--- src/rtl/hazard_unit.sv ---
`default_nettype none
// ============================================================================
// Module      : hazard_unit
// Description : Tuse/Tnew stall and forwarding control for the 5-stage MIPS
//               pipeline, with shadow E/M/W records and a stall counter.
// Revision    : 1.0 - initial release
// ============================================================================
module hazard_unit #(
  parameter int REG_AW = 5,
  parameter int CNT_W  = 32
) (
  input  logic              clk,
  input  logic              rst_n,
  input  logic              hold,
  input  logic [REG_AW-1:0] id_rs,
  input  logic [REG_AW-1:0] id_rt,
  input  logic [REG_AW-1:0] id_wa,
  input  logic              id_regwrite,
  input  logic              id_tuse_rs0,
  input  logic              id_tuse_rs1,
  input  logic              id_tuse_rt0,
  input  logic              id_tuse_rt1,
  input  logic              id_tuse_rt2,
  input  logic [1:0]        id_tnew,
  output logic              stall,
  output logic              ex_bubble,
  output logic [1:0]        fwd_id_rs,
  output logic [1:0]        fwd_id_rt,
  output logic [1:0]        fwd_ex_rs,
  output logic [1:0]        fwd_ex_rt,
  output logic              fwd_mem_rt,
  output logic [CNT_W-1:0]  stall_cnt
);

  localparam logic [REG_AW-1:0] c_zero_reg = '0;

  // Only the fields each later consumer reads are kept per stage.
  logic [REG_AW-1:0] r_e_wa, r_e_rs, r_e_rt;
  logic              r_e_rw;
  logic [1:0]        r_e_tnew;
  logic [REG_AW-1:0] r_m_wa, r_m_rt;
  logic              r_m_rw;
  logic [1:0]        r_m_tnew;
  logic [REG_AW-1:0] r_w_wa;
  logic              r_w_rw;
  logic [CNT_W-1:0]  r_stall_cnt;

  logic w_e_live, w_m_live, w_w_live;
  logic w_stall;
  logic w_unused_rt2;

  // A Tuse=2 consumer is always covered by forwarding since Tnew never exceeds 2.
  assign w_unused_rt2 = id_tuse_rt2;

  assign w_e_live = r_e_rw && (r_e_wa != c_zero_reg);
  assign w_m_live = r_m_rw && (r_m_wa != c_zero_reg);
  assign w_w_live = r_w_rw && (r_w_wa != c_zero_reg);

  function automatic logic need_stall(
    input logic              live,
    input logic [REG_AW-1:0] wa,
    input logic [1:0]        tnew,
    input logic [REG_AW-1:0] src,
    input logic              tuse0,
    input logic              tuse1
  );
    return live && (wa == src) &&
           ((tuse0 && (tnew > 2'd0)) || (tuse1 && (tnew > 2'd1)));
  endfunction

  function automatic logic [1:0] fwd_sel(
    input logic [REG_AW-1:0] src,
    input logic              m_live,
    input logic [REG_AW-1:0] m_wa,
    input logic [1:0]        m_tnew,
    input logic              w_live,
    input logic [REG_AW-1:0] w_wa
  );
    if (m_live && (m_wa == src) && (m_tnew == 2'd0)) return 2'b01;
    else if (w_live && (w_wa == src))                 return 2'b10;
    else                                              return 2'b00;
  endfunction

  always_comb begin
    w_stall = need_stall(w_e_live, r_e_wa, r_e_tnew, id_rs, id_tuse_rs0, id_tuse_rs1)
            | need_stall(w_e_live, r_e_wa, r_e_tnew, id_rt, id_tuse_rt0, id_tuse_rt1)
            | need_stall(w_m_live, r_m_wa, r_m_tnew, id_rs, id_tuse_rs0, id_tuse_rs1)
            | need_stall(w_m_live, r_m_wa, r_m_tnew, id_rt, id_tuse_rt0, id_tuse_rt1);
  end

  assign stall      = w_stall;
  assign ex_bubble  = w_stall & ~hold;
  assign fwd_id_rs  = fwd_sel(id_rs,  w_m_live, r_m_wa, r_m_tnew, w_w_live, r_w_wa);
  assign fwd_id_rt  = fwd_sel(id_rt,  w_m_live, r_m_wa, r_m_tnew, w_w_live, r_w_wa);
  assign fwd_ex_rs  = fwd_sel(r_e_rs, w_m_live, r_m_wa, r_m_tnew, w_w_live, r_w_wa);
  assign fwd_ex_rt  = fwd_sel(r_e_rt, w_m_live, r_m_wa, r_m_tnew, w_w_live, r_w_wa);
  assign fwd_mem_rt = w_w_live && (r_w_wa == r_m_rt);
  assign stall_cnt  = r_stall_cnt;

  always_ff @(posedge clk or negedge rst_n) begin
    if (!rst_n) begin
      r_e_wa      <= '0;
      r_e_rs      <= '0;
      r_e_rt      <= '0;
      r_e_rw      <= 1'b0;
      r_e_tnew    <= 2'd0;
      r_m_wa      <= '0;
      r_m_rt      <= '0;
      r_m_rw      <= 1'b0;
      r_m_tnew    <= 2'd0;
      r_w_wa      <= '0;
      r_w_rw      <= 1'b0;
      r_stall_cnt <= '0;
    end else if (!hold) begin
      if (w_stall) begin
        r_e_wa   <= '0;
        r_e_rs   <= '0;
        r_e_rt   <= '0;
        r_e_rw   <= 1'b0;
        r_e_tnew <= 2'd0;
        r_stall_cnt <= r_stall_cnt + CNT_W'(1);
      end else begin
        r_e_wa   <= id_wa;
        r_e_rs   <= id_rs;
        r_e_rt   <= id_rt;
        r_e_rw   <= id_regwrite;
        r_e_tnew <= id_tnew;
      end
      r_m_wa   <= r_e_wa;
      r_m_rt   <= r_e_rt;
      r_m_rw   <= r_e_rw;
      r_m_tnew <= (r_e_tnew == 2'd0) ? 2'd0 : r_e_tnew - 2'd1;
      r_w_wa   <= r_m_wa;
      r_w_rw   <= r_m_rw;
    end
  end

endmodule
`default_nettype wire

--- config.mk ---
export PLATFORM = sky130hd
export DESIGN_NAME = hazard_unit
export DESIGN_NICKNAME = d
export VERILOG_FILES = /design/src/rtl/hazard_unit.sv
export SDC_FILE = /design/constraint.sdc
export NUM_CORES = 1
export LEC_CHECK = 0
export CAP_MARGIN = 25
export CORE_ASPECT_RATIO = 0.6
export CORE_UTILIZATION = 57
export DETAILED_ROUTE_END_ITERATION = 12
export HOLD_SLACK_MARGIN = 0.05
export PLACE_DENSITY = 0.83
export SYNTH_ARGS = -nofsm -noshare
export SYNTH_HDL_FRONTEND = slang
export SYNTH_SLANG_ARGS = --single-unit
--- constraint.sdc ---
create_clock -name clk -period 5.48 [get_ports clk]
set_input_delay 1.096 -clock clk [delete_from_list [all_inputs] [get_ports clk]]
set_output_delay 1.096 -clock clk [all_outputs]
set_load 0.05 [all_outputs]
==> flow_summary.json, run 1 <==
{
  "gr-max-usage-layer": "met1",
  "diodes": 0,
  "portBuffers": 67,
  "n_fill_cell": 454,
  "cp.required_ps": 4380,
  "post-dp-hpwl_um": 6184,
  "outcome": "finished clean",
  "period_share": 0.9258,
  "cts_sinks": 69,
  "gr-usage-met2": 0.4169,
  "h-tree-depth": 3,
  "hold_viol": 0,
  "core_um2": 6248,
  "grt_max_degree": 70,
  "clock_latency_ps": 340,
  "syn_to_final_growth_pct": 23.37,
  "timing.hold.ws_ps": 484.2,
  "synthFlopType": "dfrtp_1",
  "numCtsBuffers": 9,
  "via_per_inst": 5.746,
  "antenna_found_initial": 0,
  "dp_cells": 504,
  "crit_end": "ex_bubble",
  "slowest_stage": "o31ai_4",
  "dieArea_um2": 6963,
  "slew_violations": 0,
  "cts_setup_buffers": 0,
  "ys_async_sr_fraction": 1.000,
  "gp_congestion": 0.9039,
  "power_density_nw_per_um2": 288.4,
  "syn_avg_cell_area_um2": 10.15,
  "nets": 458,
  "critical_path_depth": 8,
  "num_vias": 2988,
  "hp-class": "reg -> reg",
  "met3_usage": 0.05734,
  "rsz0062_at_grt": "no",
  "timing.rr.start": "r_m_wa[1]$_DFFE_PN0N_",
  "netlist_instances": 372,
  "final_area_um2": 4657,
  "final_cell_mix": "69 x dfrtp_1, 65 x clkdlybuf4s50_1, 63 x xor2_1",
  "worstPathCellList": "clkdlybuf4s50_1 > xor2_1 > nor4_1 > nand3_1 > a21oi_1 > o31ai_4 > inv_1 > clkdlybuf4s50_1",
  "yosysTopAreaCell": "dfrtp_1",
  "cp_max_fo": 25,
  "synth_nets": 399,
  "worst_pin_slew_ps": 1072,
  "grt_pass1_wl_um": 14870,
  "die_y_um": 65.04,
  "layout_commonest_cell": "dfrtp_1",
  "r2r_cells": 6,
  "final_cells": 520,
  "max_stage_delay_ps": 950,
  "placed_area_um2": 4433,
  "netlist_area_um2": 3775,
  "synth_top_area_frac": 0.4574,
  "critical_path_buf_inv_count": 3,
  "wire_per_inst_um": 17.19,
  "regArea_um2": 1727,
  "die_x_um": 107.1,
  "synth.distinct_cells": 36,
  "clock_path_buffers": 2,
  "start_kind": "input port",
  "cts_resized": 0,
  "antenna_left": 0,
  "relSlewSlack": 0.2856,
  "firstDrtPassIters": 5,
  "met1_usage": 0.4254,
  "cp-end-kind": "output port",
  "hold_buffers": 0,
  "ir_drop_mv": 0.1639,
  "setup_tns_ps": 0,
  "postRouteWirelength_um": 8937,
  "fmax_mhz": 197.1,
  "multi_input_area_um2": 1892,
  "setup_viol": 0,
  "cp.arrival_ps": 3980,
  "r2r_setup_slack_ps": 2570,
  "synthTopCellsByArea": "dfrtp_1 46%, xor2_1 15%, xnor2_1 5.3%",
  "timing.final.crit_period_ps": 5074,
  "p_leak_nw": 2.081,
  "grt_usage": 0.2838,
  "max-cap-violations": 0,
  "io_pins": 69,
  "fin_skew_ps": 9.802,
  "worstSetupPathType": "in -> out",
  "root_buffer": "clkbuf_8",
  "drive_above_1_share": 0.1032,
  "crit_start": "id_rs[0]",
  "path_clk_slew_ps": 80,
  "seq_area_frac_synth": 0.4574,
  "num_rows": 22,
  "synth.yosys.warnings": 0,
  "cpMostUsedCell": "clkdlybuf4s50_1",
  "ys_ff_latch": 69,
  "initial_utilization": 0.6041,
  "grt_pass1_vias": 2906,
  "path_delay_family": "buffers and inverters",
  "drc_errors": 0,
  "r2r_end": "stall_cnt[28]$_DFFE_PN0P_",
  "grt_remaining_overflow": 0,
  "drt-initial-drc-count": 262,
  "cts_tree": "built",
  "p_total_mw": 1.343,
  "synth_edf_count": 0
}
## cell type report
cell class | instances | area share
clock buffers | 11 | 0.03036
clock inverters | 5 | 0.01773
inverters | 9 | 0.007254
multi-input cells | 273 | 0.4062
flip-flops and latches | 69 | 0.3708
well taps | 84 | 0.02257
repair buffers | 69 | 0.1451
## flip-flops by register name (all words and copies together), names as in the netlist, 5 cells and up
| register | cells |
|---|---|
| r_e_wa | 5 |
| r_w_wa | 5 |
| r_m_rt | 5 |
| r_e_rt | 5 |
| stall_cnt | 32 |
| r_e_rs | 5 |
| r_m_wa | 5 |
## cell usage after synthesis (2+ instances only)
cell type / n
nand3_1: 13
or4_1: 8
a21oi_1: 5
nor4_1: 15
xor2_1: 63
mux2_2: 17
buf_1: 4
clkbuf_1: 9
o21ai_0: 14
buf_2: 2
buf_6: 5
nand4_1: 6
nor2_1: 8
inv_1: 9
dfrtp_1: 69
and3_1: 3
nand2b_1: 3
nor3_2: 3
o21ai_1: 7
nor3b_1: 2
nand2_1: 52
nor3_1: 19
xnor2_1: 23
## report_power, final
group,internal (mW),leakage [nW],switching (mW)
clock network,0.270,0.114,0.194
registers,0.551,0.877,0.0801
logic,0.116,1.09,0.131
total,0.938,2.08,0.405
## worst min-delay path by stage
| stage | start | endpoint | slack, ps | cells past startpoint |
|---|---|---|---|---|
| after detailed placement | stall_cnt[31]$_DFFE_PN0P_ | stall_cnt[31]$_DFFE_PN0P_ | 470 | 1 |
| after floorplan | r_e_rw$_DFFE_PN0N_ | r_e_rw$_DFFE_PN0N_ | 470 | 2 |
| after CTS | stall_cnt[31]$_DFFE_PN0P_ | stall_cnt[31]$_DFFE_PN0P_ | 490 | 1 |
| after global routing | stall_cnt[17]$_DFFE_PN0P_ | stall_cnt[17]$_DFFE_PN0P_ | 510 | 1 |
| final | stall_cnt[31]$_DFFE_PN0P_ | stall_cnt[31]$_DFFE_PN0P_ | 480 | 1 |
| after global placement | stall_cnt[31]$_DFFE_PN0P_ | stall_cnt[31]$_DFFE_PN0P_ | 460 | 1 |
## metrics by stage
step / worst slack [ps] / utilization
4_1_cts: 445.9 / 0.7453
3_3_place_gp: 497.8 / 0.7095
6_report: 406.4 / 0.7453
5_1_grt: 216.6 / 0.7453
3_5_place_dp: 447.2 / 0.7095
2_1_floorplan: 1107 / -
## cells by family (layout without fill, tap and decap cells)
logic type	count (synthesis)	count (layout)	synth area share
XOR/XNOR	86	86	0.1995
buffers and inverters	30	94	0.04143
AO/OA/AOI/OAI	30	30	0.05138
multiplexers	18	18	0.05369
AND/OR/NAND/NOR	138	138	0.1932
adder cells (fa/ha/maj)	1	1	0.003314
flip-flops	69	69	0.4574
## metal layers
| metal | part of all wire | wire, µm |
|---|---|---|
| met1 | 0.47 | 4190 |
| met2 | 0.46 | 4112 |
| met3 | 0.061 | 542 |
| met4 | 0.010 | 93 |
| met5 | 0 | 0 |
(Power assumes the default switching activity.)
==> run 2: changes to the inputs <==
--- a/config.mk
+++ b/config.mk
@@ -7,10 +7,10 @@
 export LEC_CHECK = 0
 export CAP_MARGIN = 25
 export CORE_ASPECT_RATIO = 0.6
-export CORE_UTILIZATION = 57
+export CORE_UTILIZATION = 54
+export CTS_BUF_LIST = sky130_fd_sc_hd__clkbuf_8
 export DETAILED_ROUTE_END_ITERATION = 12
-export HOLD_SLACK_MARGIN = 0.05
-export PLACE_DENSITY = 0.83
+export PLACE_DENSITY = 0.79
 export SYNTH_ARGS = -nofsm -noshare
 export SYNTH_HDL_FRONTEND = slang
 export SYNTH_SLANG_ARGS = --single-unit
==> constraint.sdc (replaced) <==
create_clock -name clk -period 5.75 [get_ports clk]
set_input_delay 1.15 -clock clk [delete_from_list [all_inputs] [get_ports clk]]
set_output_delay 1.15 -clock clk [all_outputs]
set_load 0.05 [all_outputs]
==> run 2 against run 1 <==
  * The flow now finishes with violations (design-rule violations)
  * Final cell count grew 0.58%
  * First-iteration DRC count down 36%
  * Combinational power shrank 6%
  * Power down 4.7%
  * Count of clock-buffer cells in the layout decreased by 1
  * Worst setup slack improved by 160 ps
  * Sequential cell count is the same
  * Sequential share of layout area about the same
  * Clock skew grew 3.5 ps
  * Design area about the same
  * Die area up 5.4%
  * Critical path type unchanged
  * Largest cell class unchanged
==> flow_summary.json, run 2 (same netlist as run 1, synthesis figures left out) <==
{
  "seq_power_share": 0.469,
  "portBuffers": 67,
  "cp.required_ps": 4600,
  "switching_share": 0.3031,
  "dieArea_um2": 7340,
  "numCtsBuffers": 9,
  "diodes": 0,
  "cts_setup_buffers": 0,
  "crit_end": "ex_bubble",
  "worstSetupPathType": "in -> out",
  "n_fill_cell": 541,
  "max-cap-violations": 0,
  "cts_sinks": 69,
  "setup_slack_ps": 571.1,
  "hold_buffers": 0,
  "hold_viol": 0,
  "worst_pin_slew_ps": 1027,
  "firstDrtPassIters": 8,
  "timing.final.crit_period_ps": 5179,
  "p_leak_nw": 2.085,
  "core_um2": 6705,
  "ir_drop_mv": 0.1432,
  "post-dp-hpwl_um": 5978,
  "h-tree-depth": 3,
  "cts_resized": 0,
  "antenna_left": 0,
  "cp.arrival_ps": 4030,
  "wire_per_inst_um": 16.35,
  "timing.rr.start": "r_m_wa[1]$_DFFE_PN0N_",
  "cp_max_fo": 25,
  "drc_errors": 2,
  "gp_congestion": 0.8403,
  "regArea_um2": 1727,
  "met2_length_um": 3730,
  "final_cell_mix": "69 x dfrtp_1, 65 x clkdlybuf4s50_1, 63 x xor2_1",
  "syn_to_final_growth_pct": 23.47,
  "final_cells": 523,
  "fmax_mhz": 193.1,
  "p_total_mw": 1.280,
  "outcome": "complete, but fails checks",
  "drt-initial-drc-count": 168,
  "fin_skew_ps": 13.31,
  "grt_remaining_overflow": 0,
  "antenna_found_initial": 0,
  "cp-end-kind": "output port",
  "comb_power_share": 0.182,
  "wl_met1_um": 4183,
  "rsz0062_at_grt": "no",
  "period_share": 0.9007,
  "switching_power_mw": 0.3880,
  "grt_max_degree": 70,
  "r2r_end": "stall_cnt[30]$_DFFE_PN0P_",
  "nets": 458,
  "post-place-ws_ps": 595.7,
  "power_density_nw_per_um2": 274.7,
  "via_per_inst": 5.470,
  "relSlewSlack": 0.3152,
  "crit_start": "id_rt[4]",
  "cts_tree": "built",
  "hp-class": "reg -> reg",
  "postRouteWirelength_um": 8553,
  "drive_above_1_share": 0.1032,
  "intPower_mw": 0.8922,
  "path_clk_slew_ps": 80,
  "setup_tns_ps": 0,
  "die_y_um": 66.77,
  "root_buffer": "clkbuf_8",
  "setup_viol": 0,
  "io_pins": 69,
  "largest_reg_flops": 32,
  "multi_input_area_um2": 1892,
  "grt_pass1_wl_um": 13960,
  "top_layer_used": "met4",
  "num_vias": 2861,
  "clock_path_buffers": 2,
  "dp_cells": 507,
  "r2r_cells": 6,
  "met3_length_um": 504,
  "placed_area_um2": 4437,
  "die_x_um": 109.9,
  "start_kind": "input port",
  "grt_pass1_vias": 2738,
  "violations": "design-rule violations",
  "num_rows": 23,
  "clkPwrFrac": 0.350,
  "final_area_um2": 4661,
  "layout_commonest_cell": "dfrtp_1",
  "grt_usage": 0.2586,
  "initial_utilization": 0.5630,
  "clock_latency_ps": 350,
  "r2r_setup_slack_ps": 2910,
  "slew_violations": 0
}
run 2: how the worst min path moves through the flow:
stage / start / end / slack, ps / cells after the start
after CTS: stall_cnt[31]$_DFFE_PN0P_ / stall_cnt[31]$_DFFE_PN0P_ / 480 / 1
after global placement: stall_cnt[31]$_DFFE_PN0P_ / stall_cnt[31]$_DFFE_PN0P_ / 460 / 1
after floorplan: r_e_rw$_DFFE_PN0N_ / r_e_rw$_DFFE_PN0N_ / 470 / 2
after global routing: stall_cnt[31]$_DFFE_PN0P_ / stall_cnt[31]$_DFFE_PN0P_ / 510 / 1
after detailed placement: stall_cnt[31]$_DFFE_PN0P_ / stall_cnt[31]$_DFFE_PN0P_ / 460 / 1
final: stall_cnt[31]$_DFFE_PN0P_ / stall_cnt[31]$_DFFE_PN0P_ / 480 / 1
run 2: per-layer routing:
metal | up-vias | global-route usage
met5 | - | 0
met4 | 0 | 0.09667
met1 | 1378 | 0.3826
li1 | 1389 | -
met3 | 14 | 0.05577
met2 | 80 | 0.3672
run 2: layout make-up:
class                   count  area share
clock buffers              10     0.02953
clock inverters             6     0.01852
inverters                   9    0.007248
multi-input cells         273      0.4059
flip-flops and latches     69      0.3705
well taps                  87     0.02336
repair buffers             69      0.1450
run 2: stage by stage:
step / hold WS, ps / util
2_1_floorplan: 466.5 / -
3_5_place_dp: 463.4 / 0.6617
6_report: 476.0 / 0.6951
3_3_place_gp: 464.4 / 0.6617
4_1_cts: 479.3 / 0.6951
5_1_grt: 510.7 / 0.6951
run 2: power groups by stage:
stage	clock [mW]	combinational [mW]	sequential, mW
4_1_cts	0.453	0.234	0.599
5_1_grt	0.476	0.256	0.607
2_1_floorplan	0	0.164	0.592
3_3_place_gp	0	0.226	0.605
3_5_place_dp	0	0.233	0.607
6_report	0.448	0.233	0.600
run 2: worst max-delay path: stages:
cell             delay [ps]
clkdlybuf4s50_1         620
xor2_1                  190
nor4_1                   70
nand3_1                  90
a21oi_1                 160
o31ai_4                 920
inv_1                    80
clkdlybuf4s50_1         730
==> run 3: changes to the inputs <==
==> config.mk (replaced) <==
export PLATFORM = sky130hd
export DESIGN_NAME = hazard_unit
export DESIGN_NICKNAME = d
export VERILOG_FILES = /design/src/rtl/hazard_unit.sv
export SDC_FILE = /design/constraint.sdc
export NUM_CORES = 1
export LEC_CHECK = 0
export ABC_AREA = 1
export CAP_MARGIN = 25
export CORE_UTILIZATION = 61
export CTS_BUF_LIST = sky130_fd_sc_hd__clkbuf_8
export DETAILED_ROUTE_END_ITERATION = 12
export PLACE_DENSITY = 0.86
export SYNTH_ARGS = -nofsm -noshare
export SYNTH_HDL_FRONTEND = slang
export SYNTH_SLANG_ARGS = --single-unit
==> constraint.sdc (replaced) <==
create_clock -name clk -period 6.3 [get_ports clk]
set_input_delay 1.26 -clock clk [delete_from_list [all_inputs] [get_ports clk]]
set_output_delay 1.26 -clock clk [all_outputs]
set_load 0.05 [all_outputs]
==> run 3 against run 2 <==
  * The flow now finishes without violations
  * Critical path depth up 2
  * Largest cell class unchanged
  * Synthesized area up 20%
  * Wire length is 44% higher
  * Critical path type unchanged
  * Core utilization up 5.2 points
  * Combinational power shrank 3%
  * Register-to-register slack better by 990 ps
  * Sequential power shrank 13%
  * Power fell by 12%
  * Critical endpoint unchanged
  * Highest routed layer unchanged
  * Clock skew fell by 4.3 ps
==> flow_summary.json, run 3 <==
{
  "dieArea_um2": 7765,
  "final_util": 0.7468,
  "clock_latency_ps": 360,
  "grt_pass1_wl_um": 19540,
  "path_clk_slew_ps": 80,
  "die_x_um": 88.12,
  "cp_max_fo": 32,
  "syn_avg_cell_area_um2": 6.939,
  "ys_async_sr_fraction": 1.000,
  "rsz0062_at_grt": "no",
  "outcome": "finished clean",
  "synth.yosys.warnings": 0,
  "met2_length_um": 6049,
  "cp.required_ps": 5040,
  "post-place-ws_ps": 1397,
  "final_cell_mix": "237 x nand2_1, 69 x dfrtp_1, 65 x clkdlybuf4s50_1",
  "cts_resized": 0,
  "syn_to_final_growth_pct": 19.08,
  "max-cap-violations": 0,
  "fmax_mhz": 202.5,
  "yosysTopAreaCell": "dfrtp_1",
  "numCtsBuffers": 9,
  "power_density_nw_per_um2": 208.4,
  "drc_errors": 0,
  "seq_area_frac_synth": 0.3816,
  "top_layer_used": "met4",
  "drive_above_1_share": 0.05775,
  "clkPwrFrac": 0.335,
  "timing.final.crit_period_ps": 4938,
  "relSlewSlack": 0.4045,
  "yosysMostFrequentCell": "nand2_1",
  "largest_reg_flops": 32,
  "comb_power_share": 0.202,
  "r2r_setup_slack_ps": 3900,
  "worstSetupPathType": "in -> out",
  "p_leak_nw": 2.579,
  "antenna_left": 0,
  "ys_ff_latch": 69,
  "synthTopCellsByArea": "dfrtp_1 38%, nand2_1 20%, xor2_1 6.2%",
  "core_um2": 7214,
  "postRouteWirelength_um": 12310,
  "timing.rr.start": "r_m_wa[2]$_DFFE_PN0N_",
  "cts_sinks": 69,
  "firstDrtPassIters": 5,
  "portBuffers": 67,
  "synthFlopType": "dfrtp_1",
  "h-tree-depth": 3,
  "grt_max_degree": 70,
  "initial_utilization": 0.6271,
  "worst_pin_slew_ps": 893.3,
  "crit_end": "ex_bubble",
  "period_share": 0.7837,
  "io_pins": 69,
  "hold_buffers": 0,
  "n_fill_cell": 587,
  "root_buffer": "clkbuf_8",
  "cp-end-kind": "output port",
  "r2r_end": "stall_cnt[11]$_DFFE_PN0P_",
  "switching_power_mw": 0.3775,
  "netlist_area_um2": 4524,
  "crit_start": "id_rt[2]",
  "post-dp-hpwl_um": 8703,
  "synth_top_area_frac": 0.3816,
  "wl_met1_um": 5171,
  "antenna_found_initial": 0,
  "start_kind": "input port",
  "die_y_um": 88.12,
  "diodes": 0,
  "slew_violations": 0,
  "cts_setup_buffers": 0,
  "hp-class": "reg -> reg",
  "grt_pass1_vias": 4127,
  "nets": 732,
  "setup_tns_ps": 0,
  "grt_usage": 0.3299,
  "grt_remaining_overflow": 0,
  "setup_viol": 0,
  "synth_nets": 679,
  "cts_tree": "built",
  "synthTopCellsByCount": "237 x nand2_1, 69 x dfrtp_1, 56 x inv_1, 56 x nor2_1, 52 x nand3_1",
  "layout_commonest_cell": "nand2_1",
  "switching_share": 0.3363,
  "via_per_inst": 5.496,
  "drt-initial-drc-count": 276,
  "met3_length_um": 703,
  "setup_slack_ps": 1362,
  "intPower_mw": 0.7452,
  "cp.arrival_ps": 3680,
  "gp_congestion": 0.9025,
  "wire_per_inst_um": 15.22,
  "synth.distinct_cells": 31,
  "fin_skew_ps": 9.039,
  "synth_edf_count": 0,
  "num_rows": 31,
  "ir_drop_mv": 0.1022,
  "netlist_instances": 652,
  "seq_power_share": 0.463,
  "clock_path_buffers": 2,
  "hold_viol": 0,
  "r2r_cells": 11,
  "num_vias": 4446
}
==> run 3: how the worst min path moves through the flow <==
| stage | from | to | slack (ps) | cells after the start |
|---|---|---|---|---|
| finish | r_e_tnew[0]$_DFFE_PN0N_ | r_m_tnew[0]$_DFFE_PN0N_ | 460 | 1 |
| detailed placement | r_e_tnew[0]$_DFFE_PN0N_ | r_m_tnew[0]$_DFFE_PN0N_ | 440 | 1 |
| global placement | r_e_tnew[0]$_DFFE_PN0N_ | r_m_tnew[0]$_DFFE_PN0N_ | 440 | 1 |
| global route | r_e_tnew[0]$_DFFE_PN0N_ | r_m_tnew[0]$_DFFE_PN0N_ | 470 | 1 |
| floorplan | r_e_tnew[0]$_DFFE_PN0N_ | r_m_tnew[0]$_DFFE_PN0N_ | 430 | 1 |
| CTS | r_e_tnew[0]$_DFFE_PN0N_ | r_m_tnew[0]$_DFFE_PN0N_ | 460 | 1 |
==> run 3: cells by family after synthesis <==
| kind of cell | synth area share |
|---|---|
| and+or+nand+nor | 0.3673 |
| buffers and inverters | 0.08656 |
| DFF | 0.3816 |
| xor gates and xnor gates | 0.1007 |
| AOI/OAI and AO/OA | 0.06112 |
| adders and majority gates | 0.002765 |
==> run 3: metal layers <==
layer	vias to the layer above	track usage
met5	-	0
met1	2086	0.4079
met2	155	0.5617
li1	2169	-
met4	0	0.1510
met3	36	0.06032
==> run 3: critical path: stages <==
cell             delay, ps
clkdlybuf4s50_1        570
xor2_1                 230
nor2_1                 190
nand4_2                140
nand3_4                290
buf_4                  400
nand2_2                 60
buf_4                  250
inv_2                   70
buf_4                  190
==> run 3: through the flow <==
| step | cells | cell area (µm²) | hold WS, ps | total power [mW] |
|---|---|---|---|---|
| after CTS | 809 | 5388 | 459.7 | 1.124 |
| after global routing | 809 | 5388 | 472.3 | 1.171 |
| after global placement | 793 | 5190 | 439.3 | 0.7422 |
| after floorplan | 652 | 4524 | 431.1 | 0.6749 |
| final | 809 | 5388 | 456.1 | 1.123 |
| after detailed placement | 793 | 5190 | 443.1 | 0.7522 |
==> run 3: layout make-up <==
cell class / count / area, µm² / share of cell area
inverter: 62 / 232.7 / 0.04320
tap: 99 / 123.9 / 0.02299
sequential: 69 / 1727 / 0.3205
multi-input combinational: 491 / 2406 / 0.4466
clock buffer: 9 / 123.9 / 0.02299
clock inverter: 7 / 73.82 / 0.01370
timing repair buffer: 72 / 700.7 / 0.1301
==> run 3: power groups by stage <==
| stage | clock, mW | sequential (mW) | combinational, mW |
|---|---|---|---|
| floorplan | 0 | 0.519 | 0.156 |
| global placement | 0 | 0.526 | 0.217 |
| detailed placement | 0 | 0.527 | 0.225 |
| CTS | 0.379 | 0.519 | 0.226 |
| global route | 0.399 | 0.524 | 0.248 |
| finish | 0.376 | 0.520 | 0.227 |
==> RTL change (flow settings as in run 2) <==
Register the output `stall_cnt` once more, with the module's reset; this adds one clock of latency there. The other outputs are not delayed to match.
--- a/src/rtl/hazard_unit.sv
+++ b/src/rtl/hazard_unit.sv
@@ -96,5 +96,11 @@
   assign fwd_ex_rt  = fwd_sel(r_e_rt, w_m_live, r_m_wa, r_m_tnew, w_w_live, r_w_wa);
   assign fwd_mem_rt = w_w_live && (r_w_wa == r_m_rt);
-  assign stall_cnt  = r_stall_cnt;
+  always_ff @(posedge clk or negedge rst_n) begin
+    if (!rst_n) begin
+      stall_cnt <= '0;
+    end else begin
+      stall_cnt <= r_stall_cnt;
+    end
+  end
 
   always_ff @(posedge clk or negedge rst_n) begin
Function: changed (a bounded check fails within 4 cycles, from zero or initial values and one cycle with rst_n low).
==> RTL change against run 2 <==
Sequential share of layout area increased by 7.0 points; clock skew up 0.0012 ns; final area grew 23%; sequential cell count rose by 32; worst setup slack better by 0.094 ns; power is 16% higher; hold slack got worse by 0.072 ns; critical path type unchanged; via count increased by 18%; sequential power up 38%; synthesized cell count grew 14%; synthesized area grew 29%; largest power group unchanged; maximum frequency rose by 1.8%; routed wire length is 20% higher.
==> RTL change: results (changes against run 2) <==
.. list-table::
   :header-rows: 1

   * - Metric
     - Value
   * - Status
     - complete, no violations (was complete, but fails checks)
   * - Vias/cell
     - 5.697 (was 5.470)
   * - Number of nets in the final layout
     - 504 (was 458)
   * - Worst voltage drop across the vdd grid
     - 0.1205 mV (was 0.1432 mV)
   * - Met2 Routed Length
     - 4378 um (was 3730 um)
   * - Top post-synthesis cells by count
     - 101 x dfrtp_1, 63 x xor2_1, 38 x nand2_1 (was 69 x dfrtp_1, 63 x xor2_1, 52 x nand2_1)
   * - Final worst clock skew
     - 0.01448 ns (was 0.01331 ns)
   * - Dominant cells by area after synthesis
     - dfrtp_1 52%, xor2_1 11%, mux2_2 4.2% (was dfrtp_1 46%, xor2_1 15%, xnor2_1 5.3%)
   * - Fillers
     - 628 (was 541)
   * - Post-place instance area
     - 0.005560 mm2 (was 0.004437 mm2)
   * - Total routing resource utilization after global routing
     - 23.01% (was 25.86%)
   * - Routed wl met3
     - 633 um (was 504 um)
   * - Global routing usage on met2
     - 31.74% (was 36.72%)
   * - Global-route wire length before repair
     - 16630 um (was 13960 um)
   * - Post-route non-filler standard cell count
     - 594 (was 523)
   * - Pin count of the biggest net entering global routing
     - 82 (was 70)
   * - Routed WL per cell
     - 17.33 um (was 16.35 um)
   * - Unique masters post-synth
     - 35 (was 36)
   * - Share of cells above drive strength 1
     - 12.24% (was 10.32%)
   * - Critical path's largest stage delay
     - 0.89 ns (was 0.92 ns)
   * - Worst-case headroom to the max-slew limit
     - 38.31% (was 31.52%)
   * - Number of optimization iterations in the first detailed-route pass
     - 5 (was 8)
   * - Average size of a mapped cell
     - 11.47 um2 (was 10.15 um2)
   * - Share of synthesized area occupied by flip-flops and latches
     - 51.95% (was 45.74%)
   * - Insertion delay of the later-clocked pin in the worst-skew pair
     - 0.38 ns (was 0.35 ns)
==> RTL change: changes by cell type after synthesis, moves of 3 or more <==
cell	change
dfrtp_1	+32
nand3_1	+16
nand2_1	-14
nor3_1	-11
a211oi_1	+9
a21oi_1	+9
nor4_1	-8
a2111oi_4	+7
a2111oi_2	+6
buf_2	+6
o21ai_0	+5
clkbuf_1	+4
buf_6	-3
nor4b_1	+3
==> RTL change: power groups by stage <==
stage	Sequential [mW]	Combinational, mW	Clock [mW]
final	0.828	0.238	0.417
after global routing	0.835	0.260	0.458
after CTS	0.826	0.239	0.428
after detailed placement	0.840	0.237	0
after global placement	0.838	0.230	0
after floorplan	0.820	0.170	0
==> RTL change: final timing paths <==
| kind | from | to | slack (ns) | cells after the start |
|---|---|---|---|---|
| max in group asynchronous | rst_n | r_e_rs[0] | 3.89 | 2 |
| worst min-delay path | r_stall_cnt[28] | stall_cnt[28] | 0.40 | 0 |
| worst max register to register | r_m_wa[1] | r_stall_cnt[14] | 3.21 | 6 |
| worst min register to register | r_stall_cnt[28] | stall_cnt[28] | 0.40 | 0 |
| worst max-delay path | id_rs[3] | ex_bubble | 0.67 | 7 |
| min in group asynchronous | rst_n | r_m_wa[3] | 0.74 | 1 |
==> RTL change: layout make-up <==
cell class	instances	area (um2)	share of cell area (%)
repair buffers	71	693.2	12.07
multi-input cells	287	2173	37.85
flip-flops and latches	101	2527	44.02
clock buffers	9	123.9	2.157
inverters	7	26.28	0.4576
clock inverters	7	57.56	1.002
well taps	112	140.1	2.441
==> RTL change: cells by family (layout without fill, tap and decap cells) <==
family,count (synthesis),count (layout),share of synthesized area [%]
buf+inv,36,94,3.601
mux,18,18,4.167
simple gates,121,121,13.07
compound gates,61,61,11.47
fa+ha+maj,1,1,0.2572
xor+xnor,86,86,15.48
flops,101,101,51.95
